`config.mk`:
```
export PLATFORM = sky130hd
export DESIGN_NAME = ae350_reset_sequencer
export DESIGN_NICKNAME = d
export VERILOG_FILES = /design/src/rtl/ae350_reset_sequencer.sv
export SDC_FILE = /design/constraint.sdc
export NUM_CORES = 1
export LEC_CHECK = 0
export ABC_AREA = 1
export BUFFER_PORTS_ARGS = -buffer_cell sky130_fd_sc_hd__buf_2
export CORE_MARGIN = 5
export CORE_UTILIZATION = 55
export CTS_BUF_LIST = sky130_fd_sc_hd__clkbuf_8 sky130_fd_sc_hd__clkbuf_16
export CTS_CLUSTER_SIZE = 20
export DETAILED_ROUTE_END_ITERATION = 12
export PLACE_DENSITY_LB_ADDON = 0.08
export SLEW_MARGIN = 20
export SYNTH_ARGS = -nofsm -noshare
export SYNTH_HDL_FRONTEND = slang
export SYNTH_SLANG_ARGS = --single-unit
```
`constraint.sdc`:
```
create_clock -name CLK -period 4.91 [get_ports CLK]
set_input_delay 1.2275 -clock CLK [delete_from_list [all_inputs] [get_ports CLK]]
set_output_delay 1.2275 -clock CLK [all_outputs]
set_load 0.01 [all_outputs]
```
`src/rtl/ae350_reset_sequencer.sv`:
```
// AE350 power-up / reset sequencer.
// Qualifies PLL lock, releases DDR3 reset, waits for calibration (with timeout),
// then releases the SoC reset domains one after another. Lock loss or a
// debounced key press restarts the whole sequence from the beginning.
module ae350_reset_sequencer #(
    parameter int NUM_DOMAINS        = 4,
    parameter int LOCK_STABLE_CYCLES = 8,
    parameter int STAGGER_CYCLES     = 16,
    parameter int DEBOUNCE_CYCLES    = 16,
    parameter int INIT_TIMEOUT       = 4096
) (
    input  logic                   CLK,
    input  logic                   RST,
    input  logic                   PLL_LOCK,
    input  logic                   DDR3_INIT,
    input  logic                   KEY_RSTN,
    output logic                   DDR3_RSTN,
    output logic [NUM_DOMAINS-1:0] DOMAIN_RSTN,
    output logic                   SEQ_DONE,
    output logic                   SEQ_ERROR,
    output logic [2:0]             STATE,
    output logic [7:0]             LOCK_LOST_CNT
);

    localparam int STABLE_W = $clog2(LOCK_STABLE_CYCLES + 1);
    localparam int TMO_W    = $clog2(INIT_TIMEOUT + 1);
    localparam int STAG_W   = $clog2(STAGGER_CYCLES + 1);
    localparam int DEB_W    = $clog2(DEBOUNCE_CYCLES + 1);
    localparam int IDX_W    = (NUM_DOMAINS > 1) ? $clog2(NUM_DOMAINS) : 1;

    typedef enum logic [2:0] {
        S_WAIT_LOCK = 3'd0,
        S_DDR_RST   = 3'd1,
        S_STAGGER   = 3'd2,
        S_RUN       = 3'd3,
        S_ERROR     = 3'd4
    } state_t;

    state_t                state, state_nx;
    logic [1:0]            lock_sync, init_sync, key_sync;
    logic                  lock_s, init_s, key_s;
    logic [DEB_W-1:0]      deb_cnt;
    logic                  press, lock_lost;
    logic [STABLE_W-1:0]   stable_cnt, stable_nx;
    logic [TMO_W-1:0]      tmo_cnt, tmo_nx;
    logic [STAG_W-1:0]     stag_cnt, stag_nx;
    logic [IDX_W-1:0]      idx, idx_nx;
    logic                  ddr_nx, done_nx, err_nx;
    logic [NUM_DOMAINS-1:0] dom_nx;
    logic [7:0]            lost_nx;

    assign lock_s = lock_sync[1];
    assign init_s = init_sync[1];
    assign key_s  = key_sync[1];
    assign STATE  = state;

    // Two-flop synchronisers; the key idles high so it resets to 1.
    always_ff @(posedge CLK) begin
        if (RST) begin
            lock_sync <= 2'b00;
            init_sync <= 2'b00;
            key_sync  <= 2'b11;
        end else begin
            lock_sync <= {lock_sync[0], PLL_LOCK};
            init_sync <= {init_sync[0], DDR3_INIT};
            key_sync  <= {key_sync[0], KEY_RSTN};
        end
    end

    // Saturating low-time counter; the key has to go high again to re-arm.
    always_ff @(posedge CLK) begin
        if (RST || key_s)
            deb_cnt <= '0;
        else if (deb_cnt != DEB_W'(DEBOUNCE_CYCLES))
            deb_cnt <= deb_cnt + DEB_W'(1);
    end

    // Press fires on the edge where the count reaches its target.
    assign press     = !key_s && (deb_cnt == DEB_W'(DEBOUNCE_CYCLES - 1));
    assign lock_lost = !lock_s && (state == S_DDR_RST || state == S_STAGGER || state == S_RUN);

    // State register and registered outputs, all updated together.
    always_ff @(posedge CLK) begin
        if (RST) begin
            state         <= S_WAIT_LOCK;
            DDR3_RSTN     <= 1'b0;
            DOMAIN_RSTN   <= '0;
            SEQ_DONE      <= 1'b0;
            SEQ_ERROR     <= 1'b0;
            LOCK_LOST_CNT <= 8'd0;
            stable_cnt    <= '0;
            tmo_cnt       <= '0;
            stag_cnt      <= '0;
            idx           <= '0;
        end else begin
            state         <= state_nx;
            DDR3_RSTN     <= ddr_nx;
            DOMAIN_RSTN   <= dom_nx;
            SEQ_DONE      <= done_nx;
            SEQ_ERROR     <= err_nx;
            LOCK_LOST_CNT <= lost_nx;
            stable_cnt    <= stable_nx;
            tmo_cnt       <= tmo_nx;
            stag_cnt      <= stag_nx;
            idx           <= idx_nx;
        end
    end

    // Next state and next output values; aborts take priority over progress.
    always_comb begin
        state_nx  = state;
        ddr_nx    = DDR3_RSTN;
        dom_nx    = DOMAIN_RSTN;
        done_nx   = SEQ_DONE;
        err_nx    = SEQ_ERROR;
        lost_nx   = LOCK_LOST_CNT;
        stable_nx = stable_cnt;
        tmo_nx    = tmo_cnt;
        stag_nx   = stag_cnt;
        idx_nx    = idx;

        if (press || lock_lost) begin
            // Restart from scratch with every reset asserted.
            state_nx  = S_WAIT_LOCK;
            ddr_nx    = 1'b0;
            dom_nx    = '0;
            done_nx   = 1'b0;
            err_nx    = 1'b0;
            stable_nx = '0;
            tmo_nx    = '0;
            stag_nx   = '0;
            idx_nx    = '0;
            if (!press && LOCK_LOST_CNT != 8'hFF)
                lost_nx = LOCK_LOST_CNT + 8'd1;
        end else begin
            case (state)
                S_WAIT_LOCK: begin
                    ddr_nx  = 1'b0;
                    dom_nx  = '0;
                    done_nx = 1'b0;
                    err_nx  = 1'b0;
                    if (!lock_s) begin
                        stable_nx = '0;
                    end else if (stable_cnt == STABLE_W'(LOCK_STABLE_CYCLES)) begin
                        // Lock has been stable for the full qualification window.
                        state_nx  = S_DDR_RST;
                        ddr_nx    = 1'b1;
                        stable_nx = '0;
                        tmo_nx    = '0;
                    end else begin
                        stable_nx = stable_cnt + STABLE_W'(1);
                    end
                end
                S_DDR_RST: begin
                    if (init_s) begin
                        dom_nx[0] = 1'b1;
                        tmo_nx    = '0;
                        stag_nx   = '0;
                        idx_nx    = IDX_W'(1);
                        if (NUM_DOMAINS == 1) begin
                            state_nx = S_RUN;
                            done_nx  = 1'b1;
                        end else begin
                            state_nx = S_STAGGER;
                        end
                    end else if (tmo_cnt == TMO_W'(INIT_TIMEOUT - 1)) begin
                        state_nx = S_ERROR;
                        err_nx   = 1'b1;
                        ddr_nx   = 1'b0;
                        tmo_nx   = '0;
                    end else begin
                        tmo_nx = tmo_cnt + TMO_W'(1);
                    end
                end
                S_STAGGER: begin
                    // stag_cnt measures the gap since the previous release.
                    if (stag_cnt == STAG_W'(STAGGER_CYCLES - 1)) begin
                        stag_nx     = '0;
                        dom_nx[idx] = 1'b1;
                        idx_nx      = idx + IDX_W'(1);
                        if (idx == IDX_W'(NUM_DOMAINS - 1)) begin
                            state_nx = S_RUN;
                            done_nx  = 1'b1;
                        end
                    end else begin
                        stag_nx = stag_cnt + STAG_W'(1);
                    end
                end
                default: ; // RUN and ERROR hold until an abort
            endcase
        end
    end

endmodule

```
==> out/qor.yml, run 1 <==
outcome:
  run_status: "finished, final reports clean"
clocking:
  clock_latency_ns: 0.30
  cts_root_buffer: "clkbuf_8"
  cts_tree: "built"
  hold_buffers: 0
  clkSinkCount: 53
  h-tree-depth: 2
  cts-buffers-inserted: 5
  cts.clk_slew.worst_paths_ns: 0.08
  clk_path_buf_depth: 2
  cts_resized: 0
  post_cts_buffers: 0
setup_path:
  crit_family: "simple AND/OR/NAND/NOR gates"
  cp-start-kind: "primary input"
  slowest_stage: "inv_1"
  crit_cells: 7
  path_class: "primary input to flop"
  critPathRequiredTime_ns: 5.16
  crit_start: "RST"
  cp_data_arrival_time_ns: 2.69
  cpPeakStageDelay_ns: 0.37
  worstReg2RegStart: "deb_cnt[0]"
  worstPathCellList: "buf_2 > nor2_1 > nand2_1 > inv_1 > nand2_1 > nor2_1 > o21a_1"
  ff2ff_path_depth: 12
  crit_fanout: 14
  end_kind: "flop"
  worst-path-buf-inv: 2
min_path:
  worstHoldPathCells: 2
  hp-class: "flop to flop"
  min_from: "init_sync[0]"
yosys:
  ys_types: 30
  ys_seq_elements: 53
  yosysSeqAreaShare_pct: 41.39
  postSynth.asyncResetShare_pct: 0
  syn_area_sq_mm: 0.002564
  yosysWarningCount: 0
  synth_edf_count: 0
  avgSynthCellArea_sq_um: 7.325
  yosys_most_used_dff: "dfxtp_1"
  syn_inst: 350
  synth_fp_nets: 367
placement:
  preCtsSetupSlack_ns: 2.148
  dp_hpwl_um: 3645
  io_buffers: 22
  gp_congestion: 0.8753
layout:
  nFillCells: 420
  final_core_util_pct: 63.15
  drive_above_1_share_pct: 13.00
  regArea_sq_mm: 0.001061
  diodes: 0
  fin_nets: 393
  multi_input_area_sq_mm: 0.001315
  syn_to_final_growth_pct: 9.468
timing:
  final_hold_viol_count: 0
  worst_slew_pin_slew_ns: 0.4618
  fin_ws_ns: 2.472
  post-route-period-util_pct: 49.65
  tns_ns: 0
  slew-limit-headroom_pct: 69.14
  slew_violations: 0
  setup_viol: 0
  rsz0062_at_grt: "no"
  fmax_ghz: 0.4102
  whs_ns: 0.4038
  fin_crit_ns: 2.438
  finClkSkew_ns: 0.008667
floorplan:
  initial_core_util_pct: 57.69
  dieArea_sq_mm: 0.006127
  die_y_um: 78.28
  die_w_um: 78.28
  core_area_sq_mm: 0.004444
  io_pins: 23
  rows: 24
global_routing:
  antenna_found_initial: 0
  grt.overflow.total: 0
  grt_pass1_wl_um: 8680
  grt_max_degree: 16
  grt_use_total_pct: 17.22
  grt_pass1_vias: 2003
route:
  wl_um: 4776
  via_count: 2138
  drc: 0
  wl_per_cell_um: 11.13
  routed_via_density: 4.984
  drt_iter0_drc: 111
  drt_first_pass_iters: 4
  drtAntennaViolNets: 0
pwr:
  p_per_area_mw_per_mm2: 242.7
  p_leak_nw: 1.198
  ir_drop_mv: 0.1567
job:
  maxCapViolations: 0
==> registers in the layout, indices dropped and copies added (netlist names) <==
signal         cells
LOCK_LOST_CNT      8
DDR3_RSTN          1
stable_cnt         4
lock_sync          2
idx                2
stag_cnt           5
tmo_cnt           13
STATE              3
DOMAIN_RSTN        4
key_sync           2
deb_cnt            5
SEQ_ERROR          1
init_sync          2
SEQ_DONE           1
==> cell usage after synthesis, types with 3 or more instances <==
cell,number,area (sq um)
a21oi_1,33,165.2
nand2_2,4,25.02
inv_1,44,165.2
nand2_1,64,240.2
nand4_1,7,43.79
or2_2,3,18.77
nor3_1,7,35.03
nand3_1,16,80.08
o21ai_0,14,70.07
ha_1,12,150.1
nor2_2,3,18.77
dfxtp_1,53,1061
nor2_1,56,210.2
xor2_1,10,87.58
xnor2_1,4,35.03
==> routing by layer <==
layer	wire length (um)	global-route usage, %	vias to the layer above
li1	-	-	1162
met1	2379	21.80	942
met2	2166	29.11	28
met3	170	4.348	6
met4	59	4.895	0
met5	0	0	-
==> cells by family (layout without fill, tap and decap cells) <==
logic type                 after synthesis  after routing  share of synthesized area, %
and+or+nand+nor                        169            169                         29.72
AOI/OAI and AO/OA                       53             53                         10.93
DFF                                     53             53                         41.39
buffers and inverters                   49             76                         7.321
xor gates and xnor gates                14             14                         4.783
adders and majority gates               12             12                         5.856
==> report_power, final <==
group | internal (W) | switching [W] | total (W) | leakage (nW)
sequential | 0.000432 | 0.00000166 | 0.000434 | 0.428
combinational | 0.00000503 | 0.0000104 | 0.0000154 | 0.721
clock | 0.0000970 | 0.000135 | 0.000232 | 0.0491
==> worst register-to-register path, delay by kind of cell, from the launching register on <==
kind / cells / cell delay [ns]
AOI/OAI and AO/OA: 1 / 0.10
adders and majority gates: 2 / 0.32
buffers and inverters: 2 / 0.32
DFF: 1 / 0.38
and+or+nand+nor: 7 / 1.07
==> area by class of cell <==
cell class,instances,share of cell area (%)
clock buffers,5,2.452
repair buffers,22,3.923
inverters,46,6.152
well taps,52,2.318
clock inverters,3,0.4904
multi-input cells,248,46.86
flip-flops and latches,53,37.81
==> metrics by stage <==
stage | cells | total power [W] | instance area, sq um
floorplan | 350 | 0.0004557 | 2564
global route | 429 | 0.0007119 | 2806
global placement | 421 | 0.0004594 | 2724
CTS | 429 | 0.0006911 | 2806
detailed placement | 421 | 0.0004599 | 2724
finish | 429 | 0.0006812 | 2806
==> layout by cell type, fill, tap and decap left out <==
cell       n
nand2_1   64
nor2_1    56
dfxtp_1   53
inv_1     45
a21oi_1   33
buf_2     22
nand3_1   16
o21ai_0   14
ha_1      12
xor2_1    10
nand4_1    7
nor3_1     7
clkbuf_8   5
nand2_2    4
xnor2_1    4
nor2_2     3
or2_2      3
inv_2      2
nand2_4    2
nand3_2    2
nor2_4     2
clkinv_2   2
nand3b_1   1
a21oi_2    1
a21o_1     1
nor3_2     1
a21boi_0   1
o21a_1     1
o31ai_1    1
nor3b_1    1
o22ai_1    1
==> path summary, 6_finish.rpt <==
path | to | slack (ns)
worst min register to register | init_sync[1] | 0.40
worst min-delay path | init_sync[1] | 0.40
worst max register to register | DOMAIN_RSTN[0] | 2.62
worst max-delay path | DOMAIN_RSTN[0] | 2.47
No activity file was read; power rests on OpenSTA's default activity.
==> run 2, diff against run 1 <==
--- a/config.mk
+++ b/config.mk
@@ -8,7 +8,7 @@
 export ABC_AREA = 1
 export BUFFER_PORTS_ARGS = -buffer_cell sky130_fd_sc_hd__buf_2
 export CORE_MARGIN = 5
-export CORE_UTILIZATION = 55
+export CORE_UTILIZATION = 53
 export CTS_BUF_LIST = sky130_fd_sc_hd__clkbuf_8 sky130_fd_sc_hd__clkbuf_16
 export CTS_CLUSTER_SIZE = 20
 export DETAILED_ROUTE_END_ITERATION = 12
==> constraint.sdc (replaced) <==
create_clock -name CLK -period 2.2 [get_ports CLK]
set_input_delay 0.55 -clock CLK [delete_from_list [all_inputs] [get_ports CLK]]
set_output_delay 0.55 -clock CLK [all_outputs]
set_load 0.01 [all_outputs]
==> run 2 against run 1 <==
  * Routed wire length rose by 4.5%
  * Total power increased by 130%
  * Hold slack improved by 0.0038 ns
  * Highest routed layer unchanged
  * Clock power increased by 140%
  * Count of clock-buffer cells in the layout increased by 1
  * Critical endpoint unchanged
  * Global-route usage up 0.20 points
  * Sequential cell count did not move
  * Critical path depth increased by 5
  * Non-clock buffer count rose by 2
  * Register-to-register slack worse by 2.1 ns
  * Clock skew grew 0.0015 ns
==> out/qor.yml, run 2 (synthesized netlist as in run 1, its figures left out) <==
global_routing:
  gr-max-usage-layer: "met2"
  use_met1_pct: 21.88  # +0.082 points
  antenna_found_initial: 0  # unchanged
  grt.overflow.total: 0  # unchanged
  grt_max_degree: 15  # -1
  groute.layer.met3.usage_pct: 4.853  # +0.51 points
  grt_pass1_vias: 2044  # +2.0%
  use_met2_pct: 28.71  # -0.40 points
  grt_pass1_wl_um: 8797  # +1.3%
  grt_use_total_pct: 17.42  # +0.20 points
route:
  wl_um: 4993  # +4.5%
  routed_via_density: 4.910  # -1.5%
  wl_per_cell_um: 11.22  # +0.78%
  drt_first_pass_iters: 4  # unchanged
  drtAntennaViolNets: 0  # unchanged
  drc: 0  # unchanged
  via_count: 2185  # +2.2%
  drt_iter0_drc: 122  # +9.9%
timing:
  rsz0062_at_grt: "no"
  slew_violations: 0  # unchanged
  fin_crit_ns: 1.720
  fmax_ghz: 0.5815
  finClkSkew_ns: 0.01015  # +0.001484 ns
  setup_viol: 0  # unchanged
  post-route-period-util_pct: 78.17
  final_hold_viol_count: 0  # unchanged
  worst_slew_pin_slew_ns: 0.3246  # -0.1372 ns
  slew-limit-headroom_pct: 78.28  # +9.1 points
  tns_ns: 0  # unchanged
min_path:
  hp-class: "flop to flop"
  holdPathEnd: "init_sync[1]"
  worstHoldPathCells: 2  # unchanged
  min_from: "init_sync[0]"
setup_path:
  path_class: "flop to flop"
  ff2ff_path_depth: 12  # unchanged
  worstPathCellList: "ha_1 > nand2_1 > nor2_1 > ha_1 > inv_1 > nor2_1 > nor2_1 > nand2_1 > inv_1 > nand2_1 > nor2_1 > o21a_1"
  cpMostUsedCell: "nor2_1"
  cpPeakStageDelay_ns: 0.34  # -0.03 ns
  end_kind: "flop"
  cp-start-kind: "flop"
  crit_cells: 12  # +5
  crit_fanout: 7  # -7
  cp_data_arrival_time_ns: 1.98  # -0.71 ns
  worstReg2RegStart: "deb_cnt[0]"
  rrSetupSlack_ns: 0.48  # -2.14 ns
  critPathRequiredTime_ns: 2.46  # -2.70 ns
  worst-path-buf-inv: 2  # unchanged
  crit_family: "simple AND/OR/NAND/NOR gates"
  regToRegEndpoint: "DOMAIN_RSTN[0]"
  crit_start: "deb_cnt[0]"
  slowest_stage: "dfxtp_1"
layout:
  nFillCells: 449  # +6.9%
  largestRegisters: "tmo_cnt x13, LOCK_LOST_CNT x8"
  largest_reg_flops: 13  # unchanged
  fin_nets: 395  # +0.51%
  layout_commonest_cell: "nand2_1"
  diodes: 0  # unchanged
  multi_input_area_sq_mm: 0.001315  # unchanged
  most-common-layout-cells: "nand2_1, nor2_1, dfxtp_1"
  largest_register: "tmo_cnt"
  instances_no_fill: 445  # +3.7%
  drive_above_1_share_pct: 13.23  # +0.23 points
  syn_to_final_growth_pct: 10.93
  regArea_sq_mm: 0.001061  # unchanged
clocking:
  hold_buffers: 0  # unchanged
  clk_path_buf_depth: 2  # unchanged
  h-tree-depth: 2  # unchanged
  cts-buffers-inserted: 5  # unchanged
  cts_tree: "built"
  cts.clk_slew.worst_paths_ns: 0.09  # about the same
  post_cts_buffers: 0  # unchanged
  cts_resized: 0  # unchanged
  cts_root_buffer: "clkbuf_8"
  clock_latency_ns: 0.31  # about the same
  clkSinkCount: 53  # unchanged
floorplan:
  io_pins: 23  # unchanged
  rows: 25  # +4.2%
  dieArea_sq_mm: 0.006328  # +3.3%
  die_w_um: 79.55  # +1.6%
  die_y_um: 79.55  # +1.6%
  initial_core_util_pct: 54.28  # -3.4 points
  core_area_sq_mm: 0.004723  # +6.3%
pwr:
  p_per_area_mw_per_mm2: 547.3  # +130%
  p_leak_nw: 1.207  # +0.75%
  ir_drop_mv: 0.3799  # +140%
placement:
  dp_hpwl_um: 3828  # +5.0%
  gp_congestion: 0.8082  # -7.7%
  dp.cells: 438  # +4.0%
  io_buffers: 22  # unchanged
job:
  maxCapViolations: 0  # unchanged
outcome:
  run_status: "finished, final reports clean"
run 2: changes by cell type in the layout (fill, tap and decap cells not counted), sizes merged:
cell | previous run | this run
clkbuf | 5 | 6
buf | 22 | 24
clkinv | 2 | 0
run 2: worst max-delay path by stage:
stage,endpoint,slack (ns)
5_1_grt,DOMAIN_RSTN[0],0.29
3_5_place_dp,DOMAIN_RSTN[0],0.47
4_1_cts,DOMAIN_RSTN[0],0.45
2_1_floorplan,tmo_cnt[2],0.62
6_report,DOMAIN_RSTN[0],0.48
3_3_place_gp,DOMAIN_RSTN[0],0.52
run 2: routing by layer:
metal	wire length (um)	part of all wire [%]	vias up
li1	-	-	1169
met1	2469	49	977
met2	2265	45	35
met3	217	4.3	4
met4	40	0.80	0
met5	0	0	-
run 2: through the flow:
| step | utilization [%] | area, sq um | power (W) | hold WS (ns) | setup slack [ns] |
|---|---|---|---|---|---|
| after CTS | 60.21 | 2844 | 0.001576 | 0.4105 | 0.4490 |
| after global routing | 60.21 | 2844 | 0.001623 | 0.4205 | 0.2929 |
| final | 60.21 | 2844 | 0.001557 | 0.4076 | 0.4802 |
| after floorplan | - | 2564 | 0.001017 | 0.3883 | 0.6190 |
| after global placement | 58.38 | 2758 | 0.001029 | 0.3945 | 0.5167 |
| after detailed placement | 58.38 | 2758 | 0.001031 | 0.3979 | 0.4714 |
run 2: power breakdown:
part | switching [W] | internal (W) | total (W)
Sequential | 0.00000384 | 0.000965 | 0.000969
Combinational | 0.0000249 | 0.0000135 | 0.0000384
Clock | 0.000303 | 0.000246 | 0.000549
run 2: layout make-up:
| class | count | share of cell area, % |
|---|---|---|
| repair buffers | 24 | 4.399 |
| well taps | 67 | 2.948 |
| clock buffers | 6 | 2.904 |
| multi-input cells | 248 | 46.24 |
| clock inverters | 1 | 0.1320 |
| inverters | 46 | 6.071 |
| flip-flops and latches | 53 | 37.31 |
run 2: tightest hold or removal path, stage by stage, from the launching register on:
cell,delay [ns]
dfxtp_1,0.30
inv_1,0.04
nor2_1,0.03
==> run 3, diff against run 2 <==
==> constraint.sdc (replaced) <==
create_clock -name CLK -period 1.5 [get_ports CLK]
set_input_delay 0.375 -clock CLK [delete_from_list [all_inputs] [get_ports CLK]]
set_output_delay 0.375 -clock CLK [all_outputs]
set_load 0.01 [all_outputs]
==> run 3 against run 2 <==
  * The flow now finishes with violations (setup timing)
  * Clock skew shrank 0.0050 ns
  * Total power rose by 62%
  * Non-clock buffer count increased by 31
  * Critical path depth is the same
  * Die area unchanged
  * Sequential cell count stayed put
  * Critical endpoint is now tmo_cnt[1]
  * Highest routed layer unchanged
==> out/qor.yml, run 3 (synthesized netlist as in run 1, its figures left out) <==
outcome:
  run_status: "finished, violations left"
  violations: "setup timing"
min_path:
  hp-class: "primary input to flop"
timing:
  fmax_ghz: 0.6439  # +11%
  fin_crit_ns: 1.553  # -0.1666 ns
  final_hold_viol_count: 0  # unchanged
  rsz0062_at_grt: "yes"
  slew_violations: 0  # unchanged
  worst_slew_pin_slew_ns: 0.3250  # +0.0004121 ns
  setup_viol: 18  # +18
  fin_ws_ns: -0.05315  # -0.5334 ns
  whs_ns: 0.2399  # -0.1677 ns
  tns_ns: -0.5086  # -0.5086 ns
  post-route-period-util_pct: 103.5  # +25 points
  finClkSkew_ns: 0.005139  # -0.005012 ns
  slew-limit-headroom_pct: 78.10  # -0.18 points
layout:
  fin_nets: 426  # +7.8%
  diodes: 0  # unchanged
  largest_register: "tmo_cnt"
  most-common-layout-cells: "nand2_1, dfxtp_1, nor2_1"
  layout_commonest_cell: "nand2_1"
  final_core_util_pct: 71.79  # +12 points
  final_area_sq_mm: 0.003391  # +19%
  largest_reg_flops: 13  # unchanged
  syn_to_final_growth_pct: 32.26
  largestRegisters: "tmo_cnt x13, LOCK_LOST_CNT x8"
  drive_above_1_share_pct: 32.93  # +20 points
setup_path:
  end_kind: "flop"
  critPathRequiredTime_ns: 1.74  # -0.72 ns
  cp_data_arrival_time_ns: 1.79  # -0.19 ns
  slowest_stage: "dfxtp_2"
  worstPathCellList: "ha_4 > nand2_4 > nor2_4 > ha_4 > inv_2 > nor2_2 > nor2_1 > nand2_2 > inv_4 > buf_12 > nand2_8 > nor3_2"
  cpMostUsedCell: "ha_4"
  cpPeakStageDelay_ns: 0.34  # about the same
  path_class: "flop to flop"
  crit_fanout: 7  # unchanged
  rrSetupSlack_ns: -0.05  # -0.53 ns
  cp-start-kind: "flop"
route:
  wl_per_cell_um: 11.64  # +3.8%
  wl_um: 5553  # +11%
  drt_iter0_drc: 109  # -11%
  via_count: 2328  # +6.5%
  drt_first_pass_iters: 4  # unchanged
  drtAntennaViolNets: 0  # unchanged
  drc: 0  # unchanged
  routed_via_density: 4.881  # -0.60%
placement:
  dp_hpwl_um: 4104  # +7.2%
  dpl-instance-area_sq_mm: 0.002988  # +8.3%
  io_buffers: 22  # unchanged
  gp_congestion: 0.8018  # -0.79%
pwr:
  clkPwrFrac_pct: 40.0  # +4.7 points
  p_seq_share_pct: 56.2  # -6.1 points
  combPwrFrac_pct: 3.8  # +1.3 points
  power_switching_w: 0.0005271  # +59%
  p_per_area_mw_per_mm2: 745.7  # +36%
  ir_drop_mv: 0.5927  # +56%
  p_leak_nw: 1.409  # +17%
  internal_power_w: 0.002001  # +63%
  power.share.switching_pct: 20.85  # -0.48 points
  power_w: 0.002528  # +62%
clocking:
  cts.clk_slew.worst_paths_ns: 0.09  # about the same
  cts_root_buffer: "clkbuf_8"
  cts-buffers-inserted: 5  # unchanged
  clock_latency_ns: 0.31  # about the same
  cts_tree: "built"
  clk_path_buf_depth: 2  # unchanged
  clkSinkCount: 53  # unchanged
  h-tree-depth: 2  # unchanged
floorplan:
  die_y_um: 79.55  # unchanged
  core_area_sq_mm: 0.004723  # unchanged
  die_w_um: 79.55  # unchanged
  dieArea_sq_mm: 0.006328  # unchanged
  io_pins: 23  # unchanged
  initial_core_util_pct: 54.28  # unchanged
  rows: 25  # unchanged
global_routing:
  grt_pass1_wl_um: 9528  # +8.3%
  antenna_found_initial: 0  # unchanged
  grt_max_degree: 17  # +2
  grt_pass1_vias: 2209  # +8.1%
  grt_use_total_pct: 18.73  # +1.3 points
  grt.overflow.total: 0  # unchanged
job:
  maxCapViolations: 0  # unchanged
[run 3: cell types whose count changed in the layout (fill, tap and decap cells not counted), sizes merged]
cell      change
clkinvlp      +1
inv           -1
bufinv        +1
buf          +31
[run 3: timing repair]
action,CTS,global route
pin swaps,3,14
gates resized for setup,8,68
endpoints found under the setup margin,28,42
hold buffers,0,0
setup buffers,2,3
[run 3: power groups by stage]
| stage | clock (W) | combinational (W) | sequential [W] |
|---|---|---|---|
| 6_report | 0.00101 | 0.0000951 | 0.00142 |
| 5_1_grt | 0.00110 | 0.000105 | 0.00142 |
| 4_1_cts | 0.00104 | 0.0000772 | 0.00142 |
| 3_5_place_dp | 0 | 0.0000737 | 0.00145 |
| 3_3_place_gp | 0 | 0.0000724 | 0.00145 |
| 2_1_floorplan | 0 | 0.0000415 | 0.00145 |
[run 3: metrics by stage]
stage / cells / setup WS, ns
3_3_place_gp: 464 / -0.05451
5_1_grt: 477 / -0.1452
4_1_cts: 474 / -0.06415
6_report: 477 / -0.05315
3_5_place_dp: 464 / -0.07966
2_1_floorplan: 350 / 0.003421
[run 3: per-layer routing]
metal	vias to the layer above	track usage, %	share of wire, %
met5	-	0	0
met4	0	4.983	0.79
met3	5	4.515	3.7
met2	31	31.30	48
met1	1061	24.07	48
li1	1231	-	-
[run 3: path summary, 6_finish.rpt]
path / start / end / depth (start not counted)
setup / recovery: deb_cnt[0] / tmo_cnt[1] / 12
setup reg to reg: deb_cnt[0] / tmo_cnt[1] / 12
hold reg to reg: lock_sync[0] / lock_sync[1] / 2
hold / removal: KEY_RSTN / key_sync[0] / 2
[run 3: layout make-up]
| class | count | area (sq um) |
|---|---|---|
| clock buffers | 6 | 82.58 |
| clock inverters | 2 | 37.54 |
| fillers | 361 | 1333 |
| inverters | 46 | 180.2 |
| multi-input cells | 248 | 1553 |
| flip-flops and latches | 53 | 1065 |
| well taps | 67 | 83.83 |
| repair buffers | 55 | 389.1 |
[run 3: critical path: cells and delay by family (launching register included)]
kind                     cells  cell delay, ns
AND/OR/NAND/NOR              7            0.54
flip-flops                   1            0.34
adder cells (fa/ha/maj)      2            0.31
buffers and inverters        3            0.29
